**src/rtl/sha3_digest_serializer.sv**
```systemverilog
// rtl/sha3_digest_serializer.sv - streams the SHA3-512 digest lanes of the final Keccak state as WORD_W-bit words
// Optional SHA3_DIGEST_BYTESWAP_EN: reverse bytes within each output word (FIPS 202 printed order).
module sha3_digest_serializer #(
    parameter int WORD_W   = 64,
    parameter int DIGEST_W = 512
) (
    input  logic              inClk,
    input  logic              inRstN,
    input  logic [1599:0]     inState,
    input  logic              inStateValid,
    output logic              outStateReady,
    output logic [WORD_W-1:0] outWord,
    output logic              outWordValid,
    input  logic              inWordReady,
    output logic              outLast,
    output logic              outBusy
);

    localparam int NWORDS = DIGEST_W / WORD_W;
    localparam int CNT_W  = (NWORDS > 1) ? $clog2(NWORDS) : 1;
    localparam logic [CNT_W-1:0] LAST_CNT = CNT_W'(NWORDS - 1);

    typedef enum logic {
        IDLE,
        SEND
    } state_t;

    state_t              state;
    logic [CNT_W-1:0]    cnt;
    logic [DIGEST_W-1:0] digest;
    logic [WORD_W-1:0]   laneWord;
    logic [WORD_W-1:0]   orderedWord;
    logic                xfer;
    logic                isLast;

    // Only the digest lanes matter; the rest of the state is intentionally dropped.
    logic unusedStateBits;
    assign unusedStateBits = ^inState[1599:DIGEST_W];

    assign xfer     = outWordValid && inWordReady;
    assign isLast   = (state == SEND) && (cnt == LAST_CNT);
    assign laneWord = digest[WORD_W*int'(cnt) +: WORD_W];

`ifdef SHA3_DIGEST_BYTESWAP_EN
    for (genvar g = 0; g < WORD_W/8; g++) begin : gSwap
        assign orderedWord[g*8 +: 8] = laneWord[WORD_W-8-g*8 +: 8];
    end
`else
    assign orderedWord = laneWord;
`endif

    // Gated so the idle output is zero rather than a stale digest word.
    assign outWord = outWordValid ? orderedWord : '0;
    assign outLast = isLast;

    always_ff @(posedge inClk or negedge inRstN) begin
        if (!inRstN) begin
            state         <= IDLE;
            cnt           <= '0;
            digest        <= '0;
            outStateReady <= 1'b0;
            outWordValid  <= 1'b0;
            outBusy       <= 1'b0;
        end else begin
            case (state)
                IDLE: begin
                    outStateReady <= 1'b1;
                    if (inStateValid && outStateReady) begin
                        digest        <= inState[DIGEST_W-1:0];
                        cnt           <= '0;
                        state         <= SEND;
                        outStateReady <= 1'b0;
                        outWordValid  <= 1'b1;
                        outBusy       <= 1'b1;
                    end
                end
                SEND: begin
                    if (xfer) begin
                        if (isLast) begin
                            cnt           <= '0;
                            state         <= IDLE;
                            outStateReady <= 1'b1;
                            outWordValid  <= 1'b0;
                            outBusy       <= 1'b0;
                        end else begin
                            cnt <= cnt + 1'b1;
                        end
                    end
                end
                default: state <= IDLE;
            endcase
        end
    end

endmodule

```
**config.mk**
```make
export PLATFORM = sky130hd
export DESIGN_NAME = sha3_digest_serializer
export DESIGN_NICKNAME = d
export VERILOG_FILES = /design/src/rtl/sha3_digest_serializer.sv
export SDC_FILE = /design/constraint.sdc
export NUM_CORES = 1
export LEC_CHECK = 0
export BUFFER_PORTS_ARGS = -buffer_cell sky130_fd_sc_hd__buf_2
export CAP_MARGIN = 0
export CORE_AREA = 3 3 653 655
export CTS_BUF_LIST = sky130_fd_sc_hd__clkbuf_4 sky130_fd_sc_hd__clkbuf_8
export DETAILED_ROUTE_END_ITERATION = 6
export DIE_AREA = 0 0 656 658
export HOLD_SLACK_MARGIN = 0.03
export SYNTH_ARGS = -nofsm -noshare
export SYNTH_HDL_FRONTEND = slang
export SYNTH_SLANG_ARGS = --single-unit
```
**constraint.sdc**
```tcl
create_clock -name inClk -period 2.5 [get_ports inClk]
set_clock_uncertainty 0.2 [all_clocks]
set_input_delay 0.25 -clock inClk [delete_from_list [all_inputs] [get_ports inClk]]
set_output_delay 0.25 -clock inClk [all_outputs]
set_load 0.005 [all_outputs]
```
==> results of run 1 <==
-- metal layers --
layer	vias up	global-route usage	wire length, um
li1	12320	-	-
met1	13880	0.08979	68290
met2	2134	0.1216	77570
met3	859	0.03336	19380
met4	34	0.04658	13550
met5	-	0.001108	220
-- registers in the layout, summed over array words and instances, names as in the netlist --
signal,flops
cnt,3
digest,512
outBusy,1
outStateReady,1
state,1
-- final cells by class --
class / count / area, um2 / area share
multi-input combinational: 1876 / 10470 / 0.2045
tap: 5640 / 7057 / 0.1379
inverter: 65 / 254.0 / 0.004964
clock buffer: 155 / 1989 / 0.03888
timing repair buffer: 1998 / 18100 / 0.3537
antenna: 57 / 142.6 / 0.002788
sequential: 518 / 12980 / 0.2536
clock inverter: 16 / 180.2 / 0.003522
-- worst max path at each step --
| stage | cells after the start | end | slack (ns) | start |
|---|---|---|---|---|
| final | 5 | outWord[46] | -0.79 | cnt[1]$_DFFE_PN0P_ |
| after global routing | 8 | outWord[14] | -0.91 | cnt[2]$_DFFE_PN0P_ |
| after CTS | 9 | outWord[6] | -0.93 | cnt[1]$_DFFE_PN0P_ |
| after detailed placement | 6 | outWord[41] | -0.05 | cnt[2]$_DFFE_PN0P_ |
| after global placement | 4 | outWord[8] | -0.04 | cnt[2]$_DFFE_PN0P_ |
| after floorplan | 6 | outWord[34] | 0.69 | cnt[2]$_DFFE_PN0P_ |
-- synth_stat cells, types with 4 or more instances --
cell type and n:
buf_1 5, clkbuf_1 52, nand2_1 1540, mux2_2 64, buf_2 96, buf_12 4
o21ai_1 12, buf_6 6, dfrtp_1 518, a221oi_1 26, buf_4 8, mux4_2 64
mux2i_1 64, a221oi_2 38, o21ai_0 52, inv_1 65
-- placed cells by master, fill, tap and decap left out, types with 15 or more instances in the layout --
cell	netlist	routed
a221oi_2	38	34
a221oi_4	0	24
buf_12	4	59
buf_2	96	549
buf_4	8	90
buf_6	6	38
buf_8	0	21
clkbuf_4	0	23
clkbuf_8	0	132
dfrtp_1	518	514
diode_2	0	57
dlygate4sd3_1	0	1222
inv_1	65	29
inv_2	0	33
mux2_2	64	56
mux2i_1	64	51
mux4_2	64	64
nand2_1	1540	1540
o21ai_0	52	15
o21ai_1	12	25
o21ai_2	0	20
-- critical path, delay by kind of cell (launching register included) --
family	cells	cell delay [ns]
AOI/OAI and AO/OA	1	0.29
buffers and inverters	3	0.48
DFF	1	0.52
muxes	1	0.65
-- where the power goes --
part	total (uW)	switching, uW	internal [uW]
combinational	29800	16800	13100
sequential	15100	2750	12300
clock	9720	4370	5350
total	54700	23900	30800
-- cell families after synthesis --
| family | after synthesis | synth area share |
|---|---|---|
| adders and majority gates | 2 | 0.001045 |
| AOI/OAI and AO/OA | 132 | 0.04819 |
| and+or+nand+nor | 1550 | 0.2441 |
| buffers and inverters | 237 | 0.04808 |
| muxes | 192 | 0.1171 |
| DFF | 518 | 0.5415 |
-- repair_timing --
action | in CTS | in global routing
gates cloned | 8 | 6
setup buffers | 35 | 9
hold buffers | 1223 | 0
pin swaps | 20 | 26
gates resized for setup | 193 | 100
endpoints found under the setup margin | 67 | 87
endpoints found under the hold margin | 1036 | 0
-- stage by stage --
stage,TNS (ns),total power [uW]
6_report,-42.01,54660
5_1_grt,-52.79,58240
4_1_cts,-55.17,52690
3_5_place_dp,-0.06793,37790
3_3_place_gp,-0.07140,37460
2_1_floorplan,0,24520
==> results.md, run 1 <==
- Status: finished with violations
- Failing checks: setup timing
- Detailed router's first-iteration violation count: 2,561
- Final Wtd Congestion: 0.8321
- Hold WC Path Type: primary input to flop
- Fraction of registers with async set/reset: 1.000
- Register-to-register path setup slack: 0.11 ns
- Starting Density: 0.05693
- Reg-to-Reg End: digest[183]$_DFFE_PN0P_
- Yosys warns: 0
- Num rows: 238
- Width of the die: 656 um
- Clk sinks: 518
- CTS Root Buffer Type: clkbuf_8
- Core Util, Final: 0.1217
- Post-synth net total: 4,237
- Global route overflow: 0
- CP Data Required Time: 2.05 ns
- CP Data Arrival Time: 2.84 ns
- # H-tree levels: 3
- Most used DFF post-synth: dfrtp_1
- Post-route cell area: 0.05116 mm2
- Final Critical Period: 3.285 ns
- Pwr dens: 1068 mW/mm2
- Crit Path Category: flop to output port
- IO buf count: 583
- First-pass GRT wire length: 239.9 mm
- Final ANT Viol Nets: 0
- Slowest Stage Delay on Critical Path: 0.65 ns
- Worst-margin pin slew: 0.9107 ns
- Synth-to-Final Area Change: 113.7%
- Syn_area_per_cell: 9.099 um2
- Peak Freq: 304.4 MHz
- Pre-CTS setup slack: -0.04509 ns
- CP Cell Sequence: buf_12 -> mux4_2 -> inv_2 -> a221oi_4 -> buf_12
- Worst r2r path cells: 6
- IO Count: 1,672
- Worst Hold Depth: 4
- Drt via density: 2.831
- Post-route setup slack: -0.7855 ns
- Dpl cell area: 0.03495 mm2
- Number of global-route vias before repair: 31,340
- Dpl cells: 8,827
- Number of setup violations in the final report: 65
- Post-synth top area cell: dfrtp_1
- Synth Register Bits: 518
- DP HPWL: 114.0 mm
- Max cap viols: 0
- Layout Cells excl Fill: 10,330
- Core footprint: 0.4205 mm2
- Critical path endpoint category: output port
- Largest net degree at the start of global routing: 104
- Clock buffer depth: 4
- Final Cycle Share: 1.314
- RSZ-0062 raised after global routing: true
- Seq/Total Area, Yosys: 0.5415
- Critical Path Fanout Max: 8
- Fin. Hold Viols: 0
- Initial antenna violation count: 104
- CTS clk-pin slew, worst paths: 0.06 ns
- Drt total wl: 179.0 mm
- Gr usage total: 0.07857
- Total CTS buffers: 100
- Yosys top cell area share: 0.5415
- Drt pass-1 iters: 6
- Fin. max-slew vios: 0
- P_leak: 0.02193 uW
- Die ar.: 0.4316 mm2
- Hold path startpoint: inState[163]
- Worst Hold End: digest[163]$_DFFE_PN0P_
- Reg-to-Reg Start: state$_DFF_PN0_
- Slew margin rel.: 0.3929
- Filler cells: 47,170
- Mapped Area: 0.02394 mm2
- Most Frequent Cell on Critical Path: buf_12
- Total number of vias: 29,230
- EDFF count, synth: 0
- Cells after Synth: 2,631
- Layout cell share with drive strength beyond 1: 0.2627
- CP max-delay cell: mux4_2
- Die Y: 658 um
- Top cells by area, synth: dfrtp_1, nand2_1, mux4_2, mux2_2, mux2i_1
- CTS tree: built
- # DRC: 0
- Fin nets: 6,165
- Startpoint types: flop
- Worst vdd ir: 0.6925 mV
- Netlist cell types: 29
- Hold_ws: 0.07864 ns
- Drt wl/cell: 17.34 um
- Clock Latency Late Sink: 0.90 ns
No activity file was read; power rests on OpenSTA's default activity.
==> run 2: changes to the inputs <==
--- a/config.mk
+++ b/config.mk
@@ -11,7 +11,7 @@
 export CTS_BUF_LIST = sky130_fd_sc_hd__clkbuf_4 sky130_fd_sc_hd__clkbuf_8
 export DETAILED_ROUTE_END_ITERATION = 6
 export DIE_AREA = 0 0 656 658
-export HOLD_SLACK_MARGIN = 0.03
+export HOLD_SLACK_MARGIN = 0.1
 export SYNTH_ARGS = -nofsm -noshare
 export SYNTH_HDL_FRONTEND = slang
 export SYNTH_SLANG_ARGS = --single-unit
==> run 2 against run 1 <==
- the flow finishes with violations (DRC, setup timing)
- sequential share of layout area decreased by 0.78 points
- critical endpoint is now outWord[53]
- sequential cell count unchanged
- largest cell class unchanged
- combinational power increased by 4%
==> results.md, run 2 (synthesized netlist as in run 1, its figures left out) <==
- Status: finished with violations
- Failing checks: DRC, setup timing
- Width of the die: 656 um (unchanged)
- Pwr dens: 1061 mW/mm2 (-0.71%)
- CP max-delay cell: mux2i_1
- Worst vdd ir: 0.5917 mV (-15%)
- Post-route setup slack: -0.9181 ns (-0.1327 ns)
- Startpoint types: flop
- Fin. max-slew vios: 0 (unchanged)
- Hold WC Path Type: primary input to flop
- Layout Cells excl Fill: 10,460 (+1.3%)
- Detailed router's first-iteration violation count: 3,245 (+27%)
- Clock buffer depth: 4 (unchanged)
- Slew margin rel.: 0.3409 (-0.05196)
- RSZ-0062 raised after global routing: true
- Drt total wl: 189.3 mm (+5.8%)
- Starting Density: 0.05693 (unchanged)
- P_leak: 0.02221 uW (+1.3%)
- Total CTS buffers: 100 (unchanged)
- Most flop-heavy register: digest
- Multi-input logic area: 0.01058 mm2 (+1.1%)
- Final Wtd Congestion: 0.8321 (unchanged)
- Dpl cells: 8,827 (unchanged)
- First-pass GRT wire length: 250.8 mm (+4.5%)
- Number of setup violations in the final report: 65 (unchanged)
- Filler cells: 46,900 (-0.56%)
- CTS Root Buffer Type: clkbuf_8
- CP Cell Sequence: buf_12 -> bufbuf_16 -> mux2i_1 -> a221oi_2 -> buf_2
- Crit Path Category: flop to output port
- Clk sinks: 518 (unchanged)
- Drt wl/cell: 18.11 um (+4.4%)
- Fin nets: 6,293 (+2.1%)
- Final Critical Period: 3.418 ns (+0.1327 ns)
- Hold_ws: 0.2056 ns (+0.1270 ns)
- Max cap viols: 0 (unchanged)
- CP Data Arrival Time: 2.97 ns (+0.13 ns)
- Commonest non-fill, non-tap cell in the layout: nand2_1
- Slowest Stage Delay on Critical Path: 0.61 ns (-0.04 ns)
- Top flop regs: digest: 512 flops, cnt: 3 flops
- Max reg flops: 512 (unchanged)
- Initial antenna violation count: 114 (+9.6%)
- CP Data Required Time: 2.05 ns (about the same)
- Final ANT Viol Nets: 0 (unchanged)
- Critical Path Fanout Max: 26 (+18)
- Gr usage total: 0.08260 (+0.004029)
- Num rows: 238 (unchanged)
- Peak Freq: 292.6 MHz (-3.9%)
- Final Cycle Share: 1.367 (+0.05307)
- Critical path endpoint category: output port
- Total number of vias: 30,460 (+4.2%)
- Die Y: 658 um (unchanged)
- Layout cell share with drive strength beyond 1: 0.2607 (-0.002025)
- Most frequent cells in the layout: nand2_1, dlygate4sd3_1, buf_2
- # H-tree levels: 3 (unchanged)
- DP HPWL: 114.0 mm (unchanged)
- Number of global-route vias before repair: 32,390 (+3.3%)
- Fin. Hold Viols: 0 (unchanged)
- IO Count: 1,672 (unchanged)
- # DRC: 10 (+10)
- WP buf/inv: 3 (unchanged)
- Worst-margin pin slew: 0.9886 ns (+0.07793 ns)
- CTS clk-pin slew, worst paths: 0.06 ns (about the same)
- CP top delay family: buffers and inverters
- Drt pass-1 iters: 7 (+1)
- Synth-to-Final Area Change: 120.5%
- CTS tree: built
- IO buf count: 583 (unchanged)
- Die ar.: 0.4316 mm2 (unchanged)
- Register-to-register path setup slack: 0.03 ns (-0.08 ns)
- Drt via density: 2.912 (+2.9%)
- Clock Latency Late Sink: 0.90 ns (about the same)
- Core footprint: 0.4205 mm2 (unchanged)
- Largest net degree at the start of global routing: 104 (unchanged)
- Register area: 0.01298 mm2 (about the same)
- Global route overflow: 0 (unchanged)
[run 2: changes by cell type in the layout (fill, tap and decap cells not counted), moves of 4 or more]
cell           previous run  this run
o21ai_0                  15        10
buf_16                   11        20
nand2_2                   0         4
dlygate4sd3_1          1222      1340
diode_2                  57        62
clkbuf_16                 6        12
mux2i_4                   3         7
buf_6                    38        43
buf_4                    90        86
nand2_1                1540      1535
[run 2: per-stage QoR]
step                      TNS (ns)  total power [uW]  utilization  worst slack, ns  cell area, um2
after CTS                   -55.17             52660       0.1231          -0.9333           51770
final                       -41.15             56000       0.1256          -0.9181           52790
after floorplan                  0             24520            -           0.6902           23940
after global routing        -52.30             59520       0.1253           -1.045           52690
after global placement    -0.07140             37460      0.08311         -0.03872           34950
after detailed placement  -0.06793             37790      0.08311         -0.04509           34950
[run 2: tightest hold or removal path, delay by kind of cell]
kind / cells / cell delay (ns)
and+or+nand+nor: 2 / 0.10
buffers and inverters: 2 / 0.84
[run 2: power breakdown]
part / total, uW / internal (uW) / switching [uW]
Combinational: 31000 / 13500 / 17500
Clock: 9760 / 5350 / 4420
Sequential: 15200 / 12300 / 2870
Total: 56000 / 31200 / 24800
[run 2: final timing paths]
kind,cells past startpoint,end,from
min in group asynchronous,4,digest[108]$_DFFE_PN0P_,inRstN
max reg2reg,7,digest[377]$_DFFE_PN0P_,state$_DFF_PN0_
max,5,outWord[53],cnt[2]$_DFFE_PN0P_
min,4,digest[118]$_DFFE_PN0P_,inState[118]
min reg2reg,2,digest[329]$_DFFE_PN0P_,digest[329]$_DFFE_PN0P_
max in group asynchronous,5,digest[25]$_DFFE_PN0P_,inRstN
[run 2: metal layers]
layer	GRT usage	vias to the layer above	wire length (um)
met5	0.001995	-	322
met4	0.05002	46	15490
met3	0.03770	1066	21680
met2	0.1249	2352	80420
met1	0.09473	14400	71430
li1	-	12590	-
[run 2: layout make-up]
| type | instances | share of cell area |
|---|---|---|
| inverter | 65 | 0.004811 |
| tap | 5640 | 0.1337 |
| clock inverter | 16 | 0.003413 |
| timing repair buffer | 2126 | 0.3712 |
| antenna | 62 | 0.002939 |
| clock buffer | 155 | 0.03768 |
| sequential | 518 | 0.2458 |
| multi-input combinational | 1876 | 0.2004 |
[run 2: timing repair]
action	in CTS	in global routing
hold buffers	1343	0
resized for setup	193	154
hold endpoints to repair	1036	0
setup buffers	35	16
gates cloned	8	13
pin swaps	20	26
endpoints found under the setup margin	67	138
